<file path="config.mk">
export PLATFORM = sky130hd
export DESIGN_NAME = disp_share_ctrl
export DESIGN_NICKNAME = d
export VERILOG_FILES = /design/src/rtl/disp_share_ctrl.sv
export SDC_FILE = /design/constraint.sdc
export NUM_CORES = 1
export LEC_CHECK = 0
export BUFFER_PORTS_ARGS = -buffer_cell sky130_fd_sc_hd__buf_2
export CAP_MARGIN = 30
export CORE_MARGIN = 2
export CORE_UTILIZATION = 54
export DETAILED_ROUTE_END_ITERATION = 6
export PLACE_DENSITY = 0.85
export SYNTH_ARGS = -nofsm -noshare
export SYNTH_HDL_FRONTEND = slang
export SYNTH_SLANG_ARGS = --single-unit
</file>
<file path="constraint.sdc">
create_clock -name clk -period 4.3 [get_ports clk]
set_input_delay 0.645 -clock clk [delete_from_list [all_inputs] [get_ports clk]]
set_output_delay 0.645 -clock clk [all_outputs]
set_load 0.01 [all_outputs]
</file>
<file path="src/rtl/disp_share_ctrl.sv">
// disp_share_ctrl: shares one 4-digit display driver among three requesters.
// Round-robin ownership with a minimum hold time; the owner's digits, decimal
// points and blank mask are registered onto the driver outputs.
// Optional blink support is compiled in only when DISP_SHARE_BLINK_EN is defined.
// busy mirrors the FSM state (0 = IDLE, 1 = OWN) and serves as its debug view.
module disp_share_ctrl #(
   parameter int HOLD_CYCLES  = 50_000_000,
   parameter int BLINK_CYCLES = 25_000_000
) (
   input  logic        clk,
   input  logic        RST,
   input  logic [2:0]  req,
   input  logic [47:0] hexs_in,
   input  logic [11:0] points_in,
   input  logic [2:0]  blink_in,
   output logic [15:0] Hexs,
   output logic [3:0]  Points,
   output logic [3:0]  LES,
   output logic [2:0]  grant,
   output logic        busy
);

   typedef enum logic {
      ST_IDLE = 1'b0,
      ST_OWN  = 1'b1
   } state_t;

   localparam int HW = (HOLD_CYCLES > 1) ? $clog2(HOLD_CYCLES) : 1;
   localparam logic [HW-1:0] HOLD_MAX = HW'(HOLD_CYCLES - 1);

   // Round-robin search: first set bit of r at or above start, wrapping at 2.
   function automatic logic [1:0] rr_pick(input logic [2:0] r, input logic [1:0] start);
      logic [1:0] idx;
      logic [1:0] pick;
      logic       found;
      idx   = start;
      pick  = start;
      found = 1'b0;
      for (int i = 0; i < 3; i++) begin
         if (!found && r[idx]) begin
            pick  = idx;
            found = 1'b1;
         end
         idx = (idx == 2'd2) ? 2'd0 : idx + 2'd1;
      end
      return pick;
   endfunction

   function automatic logic [1:0] next_idx(input logic [1:0] i);
      return (i == 2'd2) ? 2'd0 : i + 2'd1;
   endfunction

   state_t        state_q, state_d;
   logic [1:0]    owner_q, owner_d;
   logic [1:0]    ptr_q, ptr_d;      // search start for the next IDLE->OWN grant
   logic [HW-1:0] cnt_q, cnt_d;
   logic [2:0]    grant_q, grant_d;
   logic          busy_q, busy_d;
   logic [15:0]   hexs_q, hexs_d;
   logic [3:0]    points_q, points_d;
   logic [3:0]    les_q, les_d;
   logic [2:0]    others;
   logic          blank_blink;

`ifdef DISP_SHARE_BLINK_EN
   localparam int BW = (BLINK_CYCLES > 1) ? $clog2(BLINK_CYCLES) : 1;
   localparam logic [BW-1:0] BLINK_MAX = BW'(BLINK_CYCLES - 1);

   logic [BW-1:0] bcnt_q, bcnt_d;
   logic          phase_q, phase_d;

   // Free-running blink timer: phase flips once every BLINK_CYCLES cycles.
   always_comb begin
      bcnt_d  = bcnt_q + BW'(1);
      phase_d = phase_q;
      if (bcnt_q == BLINK_MAX) begin
         bcnt_d  = '0;
         phase_d = ~phase_q;
      end
   end

   // Blank the digits during the "off" half of the owner's blink period.
   always_comb begin
      case (owner_d)
         2'd0:    blank_blink = blink_in[0] & phase_d;
         2'd1:    blank_blink = blink_in[1] & phase_d;
         default: blank_blink = blink_in[2] & phase_d;
      endcase
   end
`else
   logic unused_blink;
   assign unused_blink = ^blink_in;
   assign blank_blink  = 1'b0;
`endif

   // Next-state arbitration: grant from IDLE, hand over on release or hold expiry.
   always_comb begin
      state_d = state_q;
      owner_d = owner_q;
      cnt_d   = cnt_q;
      others  = req & ~grant_q;
      case (state_q)
         ST_IDLE: begin
            cnt_d = '0;
            if (|req) begin
               state_d = ST_OWN;
               owner_d = rr_pick(req, ptr_q);
            end
         end
         default: begin
            if (!req[owner_q]) begin
               cnt_d = '0;
               if (|others) begin
                  owner_d = rr_pick(others, next_idx(owner_q));
               end else begin
                  state_d = ST_IDLE;
               end
            end else if ((cnt_q == HOLD_MAX) && (|others)) begin
               cnt_d   = '0;
               owner_d = rr_pick(others, next_idx(owner_q));
            end else if (cnt_q != HOLD_MAX) begin
               cnt_d = cnt_q + HW'(1);
            end
         end
      endcase
      ptr_d = (state_d == ST_OWN) ? next_idx(owner_d) : ptr_q;
   end

   // Output data for the next cycle, taken from the incoming owner's slice.
   always_comb begin
      grant_d  = 3'b000;
      busy_d   = 1'b0;
      hexs_d   = 16'h0000;
      points_d = 4'h0;
      les_d    = 4'b1111;
      if (state_d == ST_OWN) begin
         grant_d = 3'b001 << owner_d;
         busy_d  = 1'b1;
         les_d   = blank_blink ? 4'b1111 : 4'b0000;
         case (owner_d)
            2'd0: begin
               hexs_d   = hexs_in[15:0];
               points_d = points_in[3:0];
            end
            2'd1: begin
               hexs_d   = hexs_in[31:16];
               points_d = points_in[7:4];
            end
            default: begin
               hexs_d   = hexs_in[47:32];
               points_d = points_in[11:8];
            end
         endcase
      end
   end

   // State and registered outputs; RST overrides everything.
   always_ff @(posedge clk) begin
      if (RST) begin
         state_q  <= ST_IDLE;
         owner_q  <= 2'd0;
         ptr_q    <= 2'd0;
         cnt_q    <= '0;
         grant_q  <= 3'b000;
         busy_q   <= 1'b0;
         hexs_q   <= 16'h0000;
         points_q <= 4'h0;
         les_q    <= 4'b1111;
`ifdef DISP_SHARE_BLINK_EN
         bcnt_q   <= '0;
         phase_q  <= 1'b0;
`endif
      end else begin
         state_q  <= state_d;
         owner_q  <= owner_d;
         ptr_q    <= ptr_d;
         cnt_q    <= cnt_d;
         grant_q  <= grant_d;
         busy_q   <= busy_d;
         hexs_q   <= hexs_d;
         points_q <= points_d;
         les_q    <= les_d;
`ifdef DISP_SHARE_BLINK_EN
         bcnt_q   <= bcnt_d;
         phase_q  <= phase_d;
`endif
      end
   end

   assign Hexs   = hexs_q;
   assign Points = points_q;
   assign LES    = les_q;
   assign grant  = grant_q;
   assign busy   = busy_q;

endmodule

</file>
==> results of run 1 <==
[per-stage QoR]
stage | std cells | area (um2) | hold WS, ns | setup WS [ns] | utilization (%)
2_1_floorplan | 337 | 2860 | 0.472 | 2.13 | -
3_3_place_gp | 479 | 3330 | 0.486 | 1.28 | 65.2
3_5_place_dp | 479 | 3330 | 0.497 | 1.21 | 65.2
4_1_cts | 486 | 3420 | 0.522 | 1.41 | 67.0
5_1_grt | 486 | 3420 | 0.547 | 1.24 | 67.0
6_report | 486 | 3420 | 0.516 | 1.42 | 67.0
[state kept, by name, indices dropped and copies added (netlist names)]
signal   flops
Points       4
ptr_q        2
LES          1
state_q      1
owner_q      2
Hexs        16
grant        3
cnt_q       26
[placed cells by master, fill, tap and decap left out, types with 5 or more instances in the layout]
cell                       netlist  final
sky130_fd_sc_hd__buf_2           8     92
sky130_fd_sc_hd__o31ai_1        20     20
sky130_fd_sc_hd__o21ai_0        23     23
sky130_fd_sc_hd__clkbuf_8        0      6
sky130_fd_sc_hd__buf_4           4      5
sky130_fd_sc_hd__dfxtp_1        55     55
sky130_fd_sc_hd__nor3_1         13     13
sky130_fd_sc_hd__nand2_1        10     10
sky130_fd_sc_hd__nand2b_1        8      8
sky130_fd_sc_hd__nand3_1         8      8
sky130_fd_sc_hd__xor2_1          9      9
sky130_fd_sc_hd__a21oi_1        21     21
sky130_fd_sc_hd__inv_1          23     23
sky130_fd_sc_hd__xnor2_1        16     16
sky130_fd_sc_hd__nor2_1         36     36
sky130_fd_sc_hd__nand4_1         8      8
sky130_fd_sc_hd__o32a_1         20     20
[worst register-to-register path, cell delays in order (launching register included)]
cell                       delay, ns
sky130_fd_sc_hd__dfxtp_1        0.41
sky130_fd_sc_hd__ha_1           0.25
sky130_fd_sc_hd__and4_1         0.21
sky130_fd_sc_hd__nand4_1        0.22
sky130_fd_sc_hd__o21bai_4       0.25
sky130_fd_sc_hd__mux2i_4        0.84
sky130_fd_sc_hd__nor2_1         0.25
sky130_fd_sc_hd__o32ai_1        0.36
[cell families after synthesis]
kind of cell / synth area share (%)
flops: 38.6
fa+ha+maj: 0.438
mux: 1.84
compound gates: 24.0
xor+xnor: 7.67
buf+inv: 7.84
simple gates: 19.6
[cell type report]
class / instances / area (um2)
Tap cell: 70 / 87.6
Timing Repair Buffer: 97 / 498
Inverter: 24 / 90.1
Sequential cell: 55 / 1100
Fill cell: 440 / 1690
Multi-Input combinational cell: 233 / 1560
Clock buffer: 6 / 82.6
Clock inverter: 1 / 5.00
[report_power, final]
| group | leakage, nW | internal, W | switching [W] |
|---|---|---|---|
| logic | 0.910 | 0.000153 | 0.000197 |
| clock network | 0.0470 | 0.000127 | 0.000161 |
| registers | 0.450 | 0.000554 | 0.0000214 |
[how the worst min path moves through the flow]
| stage | startpoint | to | slack [ns] |
|---|---|---|---|
| floorplan | cnt_q[25]$_SDFFE_PP0P_ | cnt_q[25]$_SDFFE_PP0P_ | 0.47 |
| CTS | cnt_q[23]$_SDFFE_PP0P_ | cnt_q[23]$_SDFFE_PP0P_ | 0.52 |
| finish | cnt_q[23]$_SDFFE_PP0P_ | cnt_q[23]$_SDFFE_PP0P_ | 0.52 |
| detailed placement | cnt_q[23]$_SDFFE_PP0P_ | cnt_q[23]$_SDFFE_PP0P_ | 0.50 |
| global route | cnt_q[23]$_SDFFE_PP0P_ | cnt_q[23]$_SDFFE_PP0P_ | 0.55 |
| global placement | cnt_q[25]$_SDFFE_PP0P_ | cnt_q[25]$_SDFFE_PP0P_ | 0.49 |
[metal layers]
layer | routed length [um] | up-vias
met2 | 3210 | 85
met5 | 0 | -
met1 | 2890 | 1202
met4 | 191 | 0
li1 | - | 1369
met3 | 491 | 18
==> summary.md, run 1 <==
| Metric | Value |
|---|---|
| Sequential cell area fraction in the yosys report | 38.6% |
| Total inserted antenna cells | 0 |
| All-Layer GR Usage | 23.8% |
| Period minus WS final | 2.88 ns |
| Synthesized flop and latch total | 55 |
| Placeable core region | 5110 um2 |
| Path type of the worst min-delay path | register to register |
| CTS buffer count | 5 |
| Number of max-slew violations in the final report | 0 |
| YS warnings | 0 |
| Worst supply voltage drop on vdd | 256 uV |
| Port-buffer cells | 92 |
| Buffers from clock root to sink, at most | 2 |
| Fraction of layout cells with a size suffix above 1 | 27.4% |
| Post-CTS Hold Fix Bufs | 0 |
| Number of DRC markers in iteration 0 | 107 |
| Post-CTS setup-driven buffer insertion count | 0 |
| Number of nets produced by synthesis | 406 |
| Final setup violating endpoints | 0 |
| Area enclosed by the die boundary | 5890 um2 |
| RSZ-0062 raised after global routing | false |
| Row count | 26 |
| Area growth, synth to finish | 19.8% |
| DR vias | 2,674 |
| Gr ovfl total | 0 |
| Number of distinct library cells after synthesis | 49 |
| FF-to-FF Start | cnt_q[1]$_SDFFE_PP0P_ |
| Busiest layer in global routing | met2 |
| Cell depth of the worst min-delay path | 2 |
| Initial core utilization | 55.9% |
| Transition time of the tightest slew-check pin | 0.967 ns |
| Final clock skew | 0.00747 ns |
| TritonRoute pass-1 iters | 4 |
| Headroom to the max-slew limit | 34.2% |
| Post-Synthesis Mean Instance Area | 8.47 um2 |
| Detailed placer's ending HPWL | 4.78 mm |
| Net count reported at finish | 485 |
| Nature of the critical path endpoint | register |
| Max Fclk | 0.347 GHz |
| Wirelength per Cell | 13.9 um |
| Register-to-Register Path Depth | 7 |
| Register-to-Register Setup Slack | 1.42 ns |
| Met2 GRT Util | 39.6% |
| Static Leakage | 1.41 nW |
| Number of H-tree levels | 2 |
| Number of logic stages on the critical path including buffering | 7 |
| I/O pins | 96 |
| Initial antenna violation count | 0 |
| Detail Route Antenna Nets | 0 |
| Sinks on Clock Net | 55 |
| Final Hold Vio Count | 0 |
| Number of maximum-capacitance constraint violations | 0 |
| Kind of start point of the critical path | register |
| Largest net degree at the start of global routing | 43 |
| GR Util met1 | 28.3% |
| Cell area power density | 355 nW/um2 |
| Global-route wire length before repair | 11.7 mm |
| Die span in x | 76.7 um |
| Placer's final routability congestion estimate | 0.857 |
| Die H | 76.7 um |
| Cell family contributing the most delay on the critical path | multiplexers |
| Final total power | 0.00121 W |
| Post-route DRC | 0 |
| Buffer and inverter count on the worst path | 0 |
| Root Driver | sky130_fd_sc_hd__clkbuf_8 |
| Post-Route WL | 6.78 mm |
| DR vias/cell | 5.50 |
| Start-to-end type of the worst setup path | register to register |
| Share of the clock period used by the worst path after layout | 67.0% |
| Arrival @ worst endpoint | 3.09 ns |
| Top cells by area, synth | sky130_fd_sc_hd__dfxtp_1 (39%), sky130_fd_sc_hd__o32a_1 (7.0%), sky130_fd_sc_hd__o31ai_1 (5.3%) |
| Yosys top cell area share | 38.6% |
| Met3 track demand over resource | 7.41% |
| Capture instance of the worst register-to-register path | ptr_q[0]$_SDFFE_PP0N_ |
| Start point of the critical path | cnt_q[1]$_SDFFE_PP0P_ |
| Vias in the first global route | 2,669 |
| Ys async rst share | 0% |
| Worst setup path endpoint | ptr_q[0]$_SDFFE_PP0N_ |
| Fin Setup TNS | 0 ns |
| Synth top cells by count | sky130_fd_sc_hd__dfxtp_1 (55), sky130_fd_sc_hd__nor2_1 (36), sky130_fd_sc_hd__inv_1 (23), sky130_fd_sc_hd__o21ai_0 (23), sky130_fd_sc_hd__a21oi_1 (21) |
| Post-CTS sizing | 0 |
| Worst-path cell with the longest stage delay | sky130_fd_sc_hd__mux2i_4 |
| Crit-path max FO | 34 |
| Status | completed |
| Worst path cell trace | ha_1 -> and4_1 -> nand4_1 -> o21bai_4 -> mux2i_4 -> nor2_1 -> o32ai_1 |
| Netlist area before placement | 2860 um2 |
| Number of standard cells after synthesis | 337 |
| Clock slew at reported path FFs | 0.09 ns |
| Clock latency on the worst-skew pair | 0.30 ns |
| Data required time at the worst endpoint | 4.51 ns |
| Cell with the most instances after synthesis | sky130_fd_sc_hd__dfxtp_1 |
| CP peak stage delay | 0.84 ns |
| Number of synthesized flops with an enable pin | 0 |
| Most common flop cell mapped by yosys | sky130_fd_sc_hd__dfxtp_1 |
| CTS tree | yes |
| Cell taking the most area after synthesis | sky130_fd_sc_hd__dfxtp_1 |
(Power assumes the default switching activity.)
==> run 2: changes to the inputs <==
- CORE_UTILIZATION: 54 -> 45
- PLACE_DENSITY: 0.85 -> 0.75
- clock period: 4.3 -> 2.55 ns (I/O delays scaled with it)
==> summary.md, run 2 (synthesized netlist as in run 1, its figures left out) <==
| Metric | Value |
|---|---|
| Status | completed |
| Most used cells in the layout excluding fill and tap cells | sky130_fd_sc_hd__buf_2 (92), sky130_fd_sc_hd__dfxtp_1 (55), sky130_fd_sc_hd__nor2_1 (36), sky130_fd_sc_hd__o21ai_0 (23), sky130_fd_sc_hd__inv_1 (23) |
| Wirelength per Cell | 13.8 um (-1.0%) |
| Leading cell type in the layout, fill and taps excluded | sky130_fd_sc_hd__buf_2 |
| Detail Route Antenna Nets | 0 (unchanged) |
| Port-buffer cells | 92 (unchanged) |
| Initial antenna violation count | 0 (unchanged) |
| I/O pins | 96 (unchanged) |
| Number of H-tree levels | 2 (unchanged) |
| CTS tree | yes |
| Final clock skew | 0.0112 ns (+0.00370 ns) |
| Max Fclk | 0.442 GHz (+27%) |
| Placeable core region | 6240 um2 (+22%) |
| Share of power burned in registers | 46.2% (-1.3 points) |
| Number of flip-flops under the largest register name | 26 (unchanged) |
| Die span in x | 83.7 um (+9.0%) |
| Filler cells | 605 (+38%) |
| Start-to-end type of the worst setup path | register to register |
| Cell area power density | 599 nW/um2 (+69%) |
| DR vias | 2,746 (+2.7%) |
| Fraction of layout cells with a size suffix above 1 | 28.3% (+0.86 points) |
| Total inserted antenna cells | 0 (unchanged) |
| TritonRoute pass-1 iters | 4 (unchanged) |
| Number of max-slew violations in the final report | 0 (unchanged) |
| Area growth, synth to finish | 22.6% |
| Proportion of power drawn by combinational gates | 30.0% (+1.2 points) |
| Cell depth of the worst min-delay path | 2 (unchanged) |
| Final Hold Vio Count | 0 (unchanged) |
| Post-CTS setup-driven buffer insertion count | 0 (unchanged) |
| Static Leakage | 1.43 nW (+1.8%) |
| Kind of start point of the critical path | register |
| Gr ovfl total | 0 (unchanged) |
| Detailed placer's ending HPWL | 4.97 mm (+4.1%) |
| Biggest register | cnt_q |
| Path type of the worst min-delay path | primary input to register |
| Area enclosed by the die boundary | 7000 um2 (+19%) |
| Buffers from clock root to sink, at most | 2 (unchanged) |
| Share of the clock period used by the worst path after layout | 88.7% (+22 points) |
| Sinks on Clock Net | 55 (unchanged) |
| Post-CTS sizing | 0 (unchanged) |
| DR vias/cell | 5.51 (+0.22%) |
| Area of placed instances | 3410 um2 (+2.3%) |
| Final setup violating endpoints | 0 (unchanged) |
| Clk pwr share | 23.8% (about the same) |
| Clock latency on the worst-skew pair | 0.31 ns (about the same) |
| Row count | 29 (+12%) |
| Worst supply voltage drop on vdd | 367 uV (+43%) |
| Period minus WS final | 2.26 ns (-0.618 ns) |
| Largest net degree at the start of global routing | 43 (unchanged) |
| Headroom to the max-slew limit | 70.1% (+36 points) |
| Hold slack | 0.302 ns (-0.215 ns) |
| Post-route setup slack | 0.288 ns (-1.13 ns) |
| Arrival @ worst endpoint | 2.49 ns (-0.60 ns) |
| Register-to-Register Path Depth | 8 (+1) |
| Net count reported at finish | 489 (+0.82%) |
| Post-CTS Hold Fix Bufs | 0 (unchanged) |
| Power dissipated by switching net loads | 0.000682 W (+80%) |
| Initial core utilization | 45.7% (-10 points) |
| Post-Route WL | 6.87 mm (+1.4%) |
| Final standard cell utilization of the core | 56.1% (-11 points) |
| Number of maximum-capacitance constraint violations | 0 (unchanged) |
| Data required time at the worst endpoint | 2.77 ns (-1.74 ns) |
| Clock slew at reported path FFs | 0.10 ns (about the same) |
| Transition time of the tightest slew-check pin | 0.446 ns (-0.521 ns) |
| Die H | 83.7 um (+9.0%) |
| Fin Setup TNS | 0 ns (unchanged) |
| Root Driver | sky130_fd_sc_hd__clkbuf_8 |
| Post-route DRC | 0 (unchanged) |
| CTS buffer count | 5 (unchanged) |
| Number of DRC markers in iteration 0 | 163 (+52%) |
| Area of all placed cells without fillers | 3500 um2 (+2.4%) |
| P_int | 0.00142 W (+70%) |
| All-Layer GR Usage | 19.6% (-4.2 points) |
| Nature of the critical path endpoint | register |
| RSZ-0062 raised after global routing | false |
| Crit-path max FO | 16 (-53%) |
| Placer's final routability congestion estimate | 0.832 (-2.9%) |
| Switching part of the total power | 32.5% (+1.2 points) |
| Vias in the first global route | 2,662 (-0.26%) |
| Global-route wire length before repair | 11.6 mm (-1.0%) |
| Place WS | 0.322 ns (-0.893 ns) |
## run 2: cell types whose count changed in the layout (fill, tap and decap cells not counted), sizes merged
| cell | before | now |
|---|---|---|
| inv | 24 | 25 |
| clkbuf | 6 | 5 |
| clkinvlp | 0 | 2 |
| clkinv | 1 | 0 |
| buf | 97 | 101 |
## run 2: worst max-delay path, stage by stage, from the launching register on
cell and delay, ns:
sky130_fd_sc_hd__dfxtp_1 0.40, sky130_fd_sc_hd__ha_1 0.23, sky130_fd_sc_hd__and4_1 0.20, sky130_fd_sc_hd__nand4_1 0.23, sky130_fd_sc_hd__o21bai_4 0.26, sky130_fd_sc_hd__a21oi_2 0.10
sky130_fd_sc_hd__buf_4 0.20, sky130_fd_sc_hd__or2_2 0.34, sky130_fd_sc_hd__o32ai_2 0.24
## run 2: final timing paths
| path | start | end | slack, ns |
|---|---|---|---|
| setup / recovery | cnt_q[0]$_SDFFE_PP0P_ | ptr_q[1]$_SDFFE_PP0N_ | 0.29 |
| hold / removal | RST | owner_q[0]$_SDFF_PP0_ | 0.30 |
| setup reg to reg | cnt_q[0]$_SDFFE_PP0P_ | ptr_q[1]$_SDFFE_PP0N_ | 0.29 |
| hold reg to reg | ptr_q[0]$_SDFFE_PP0N_ | ptr_q[0]$_SDFFE_PP0N_ | 0.53 |
## run 2: final cells by class
class / count / area, um2 / area share, %
multi-input cells: 233 / 1560 / 44.4
repair buffers: 101 / 566 / 16.2
clock inverters: 3 / 23.8 / 0.679
clock buffers: 5 / 68.8 / 1.97
well taps: 77 / 96.3 / 2.75
inverters: 24 / 90.1 / 2.57
flip-flops and latches: 55 / 1100 / 31.5
## run 2: metrics by stage
step	power (W)	cells
2_1_floorplan	0.00140	337
3_3_place_gp	0.00160	490
3_5_place_dp	0.00162	490
4_1_cts	0.00211	498
5_1_grt	0.00221	498
6_report	0.00210	498
## run 2: power by group through the flow
stage	Clock (W)	Combinational (W)	Sequential [W]
6_report	0.000499	0.000630	0.000969
5_1_grt	0.000541	0.000697	0.000978
4_1_cts	0.000507	0.000633	0.000969
3_5_place_dp	0	0.000631	0.000989
3_3_place_gp	0	0.000615	0.000987
2_1_floorplan	0	0.000377	0.00102
## run 2: routing by layer
layer	wire, um	global-route usage [%]	vias to the layer above
met5	0	0	-
met4	105	6.30	0
met3	489	5.44	10
met2	3260	33.6	87
met1	3020	23.8	1274
li1	-	-	1375
==> run 3: changes to the inputs <==
- CORE_UTILIZATION: 45 -> 54
- MAX_ROUTING_LAYER: unset -> met4
- PLACE_DENSITY: 0.75 -> 0.85
- clock period: 2.55 -> 2.7 ns (I/O delays scaled with it)
==> summary.md, run 3 (synthesized netlist as in run 1, its figures left out) <==
| Metric | Value |
|---|---|
| Number of max-slew violations in the final report | 0 (unchanged) |
| Largest net degree at the start of global routing | 43 (unchanged) |
| Vias in the first global route | 2,689 (+1.0%) |
| Cell area power density | 559 nW/um2 (-6.7%) |
| Kind of start point of the critical path | register |
| Final instance count without filler cells | 488 (-2.0%) |
| Final standard cell utilization of the core | 67.7% (+12 points) |
| Most used cells in the layout excluding fill and tap cells | sky130_fd_sc_hd__buf_2 (92), sky130_fd_sc_hd__dfxtp_1 (55), sky130_fd_sc_hd__nor2_1 (36), sky130_fd_sc_hd__o21ai_0 (23), sky130_fd_sc_hd__inv_1 (23) |
| Path type of the worst min-delay path | primary input to register |
| Data required time at the worst endpoint | 2.92 ns (+0.15 ns) |
| Max Fclk | 0.435 GHz (-1.7%) |
| DR vias | 2,724 (-0.80%) |
| Row count | 26 (-10%) |
| Final setup violating endpoints | 0 (unchanged) |
| Detail Route Antenna Nets | 0 (unchanged) |
| Wirelength per Cell | 13.9 um (+0.73%) |
| Post-Route WL | 6.78 mm (-1.3%) |
| Place WS | 0.364 ns (+0.0414 ns) |
| CTS tree | yes |
| Die H | 76.7 um (-8.3%) |
| DR vias/cell | 5.58 (+1.2%) |
| Leading cell type in the layout, fill and taps excluded | sky130_fd_sc_hd__buf_2 |
| Register-to-Register Setup Slack | 0.40 ns (+0.11 ns) |
| Capture instance of the worst register-to-register path | ptr_q[0]$_SDFFE_PP0N_ |
| Final Hold Vio Count | 0 (unchanged) |
| Share of the clock period used by the worst path after layout | 85.2% (-3.5 points) |
| Number of H-tree levels | 2 (unchanged) |
| Cell count after placement | 482 (-1.6%) |
| Global-route wire length before repair | 11.8 mm (+1.8%) |
| Post-route setup slack | 0.399 ns (+0.111 ns) |
| Final clock skew | 0.00721 ns (-0.00397 ns) |
| Die span in x | 76.7 um (-8.3%) |
| TritonRoute pass-1 iters | 4 (unchanged) |
| Sinks on Clock Net | 55 (unchanged) |
| CTS buffer count | 5 (unchanged) |
| Clock latency on the worst-skew pair | 0.30 ns (about the same) |
| Total inserted antenna cells | 0 (unchanged) |
| Worst supply voltage drop on vdd | 376 uV (+2.7%) |
| Port-buffer cells | 92 (unchanged) |
| Arrival @ worst endpoint | 2.52 ns (+0.03 ns) |
| Biggest register | cnt_q |
| Multi-input logic area | 1560 um2 (unchanged) |
| Filler cells | 429 (-29%) |
| Reg area | 1100 um2 (unchanged) |
| Area of placed instances | 3380 um2 (-0.84%) |
| FF-to-FF Start | cnt_q[0]$_SDFFE_PP0P_ |
| Gr ovfl total | 0 (unchanged) |
| Post-CTS Hold Fix Bufs | 0 (unchanged) |
| Fin Setup TNS | 0 ns (unchanged) |
| Nature of the critical path endpoint | register |
| Post-route DRC | 0 (unchanged) |
| Number of flip-flops under the largest register name | 26 (unchanged) |
| Area growth, synth to finish | 21.0% |
| I/O pins | 96 (unchanged) |
| Register-to-Register Path Depth | 8 (unchanged) |
| Transition time of the tightest slew-check pin | 0.450 ns (+0.00453 ns) |
| Buffers from clock root to sink, at most | 2 (unchanged) |
| Placer's final routability congestion estimate | 0.896 (+7.6%) |
| Number of maximum-capacitance constraint violations | 0 (unchanged) |
| Headroom to the max-slew limit | 69.8% (-0.30 points) |
| Placeable core region | 5110 um2 (-18%) |
| Area of all placed cells without fillers | 3460 um2 (-1.3%) |
| Clock slew at reported path FFs | 0.10 ns (about the same) |
| Detailed placer's ending HPWL | 4.86 mm (-2.2%) |
| All-Layer GR Usage | 24.9% (+5.2 points) |
| Net count reported at finish | 488 (-0.20%) |
| Crit-path max FO | 42 (+26) |
| Post-CTS setup-driven buffer insertion count | 0 (unchanged) |
| Number of DRC markers in iteration 0 | 130 (-20%) |
| Status | completed |
| Hold path startpoint | RST |
| Initial antenna violation count | 0 (unchanged) |
| RSZ-0062 raised after global routing | false |
| Post-CTS sizing | 0 (unchanged) |
| Initial core utilization | 55.9% (+10 points) |
| Area enclosed by the die boundary | 5890 um2 (-16%) |
| Hold EP | owner_q[0]$_SDFF_PP0_ |
| Start-to-end type of the worst setup path | register to register |
| Root Driver | sky130_fd_sc_hd__clkbuf_8 |
| Fraction of layout cells with a size suffix above 1 | 27.8% (-0.51 points) |
| Period minus WS final | 2.30 ns (+0.0391 ns) |
| Cell depth of the worst min-delay path | 2 (unchanged) |
| Static Leakage | 1.42 nW (-1.0%) |
==> run 3: changes by cell type in the layout (fill, tap and decap cells not counted) <==
cell,delta
sky130_fd_sc_hd__buf_12,-1
sky130_fd_sc_hd__clkinvlp_4,-1
sky130_fd_sc_hd__inv_6,-1
==> run 3: cell type report <==
type                            instances  share of cell area [%]
Clock buffer                            5                    1.99
Sequential cell                        55                    31.9
Multi-Input combinational cell        233                    45.0
Tap cell                               70                    2.53
Timing Repair Buffer                  100                    15.8
Clock inverter                          1                   0.217
Inverter                               24                    2.61
==> run 3: metrics by stage <==
stage,total power [W],hold WS [ns]
after floorplan,0.00132,0.472
after global placement,0.00150,0.486
after detailed placement,0.00152,0.509
after CTS,0.00195,0.313
after global routing,0.00205,0.317
final,0.00193,0.322
==> run 3: routing by layer <==
| metal | up-vias | wire length (um) | track usage [%] |
|---|---|---|---|
| met3 | 15 | 397 | 6.00 |
| met5 | - | 0 | - |
| met4 | 0 | 162 | 9.45 |
| met1 | 1253 | 2900 | 30.2 |
| li1 | 1374 | - | - |
| met2 | 82 | 3320 | 40.0 |
==> run 3: how the worst max path moves through the flow <==
stage                                  to  slack (ns)  cells past startpoint             startpoint
floorplan              Hexs[0]$_SDFF_PP0_        0.70                      8  cnt_q[0]$_SDFFE_PP0P_
global placement    ptr_q[0]$_SDFFE_PP0N_        0.43                      8                 req[1]
detailed placement  ptr_q[0]$_SDFFE_PP0N_        0.36                      8                 req[1]
CTS                 ptr_q[0]$_SDFFE_PP0N_        0.39                      8  cnt_q[0]$_SDFFE_PP0P_
global route        ptr_q[1]$_SDFFE_PP0N_        0.26                      8  cnt_q[0]$_SDFFE_PP0P_
finish              ptr_q[0]$_SDFFE_PP0N_        0.40                      8  cnt_q[0]$_SDFFE_PP0P_
==> run 3: report_power, final <==
group	internal (W)	switching [W]
Sequential	0.000882	0.0000331
Clock	0.000173	0.000257
Combinational	0.000264	0.000322
Total	0.00132	0.000612
==> run 3: worst max-delay path, cell delays in order, from the launching register on <==
cell,delay (ns)
sky130_fd_sc_hd__dfxtp_1,0.40
sky130_fd_sc_hd__ha_1,0.23
sky130_fd_sc_hd__and4_1,0.20
sky130_fd_sc_hd__nand4_1,0.22
sky130_fd_sc_hd__o21bai_4,0.26
sky130_fd_sc_hd__mux2i_4,0.28
sky130_fd_sc_hd__buf_12,0.23
sky130_fd_sc_hd__nor2_1,0.13
sky130_fd_sc_hd__o32ai_1,0.27
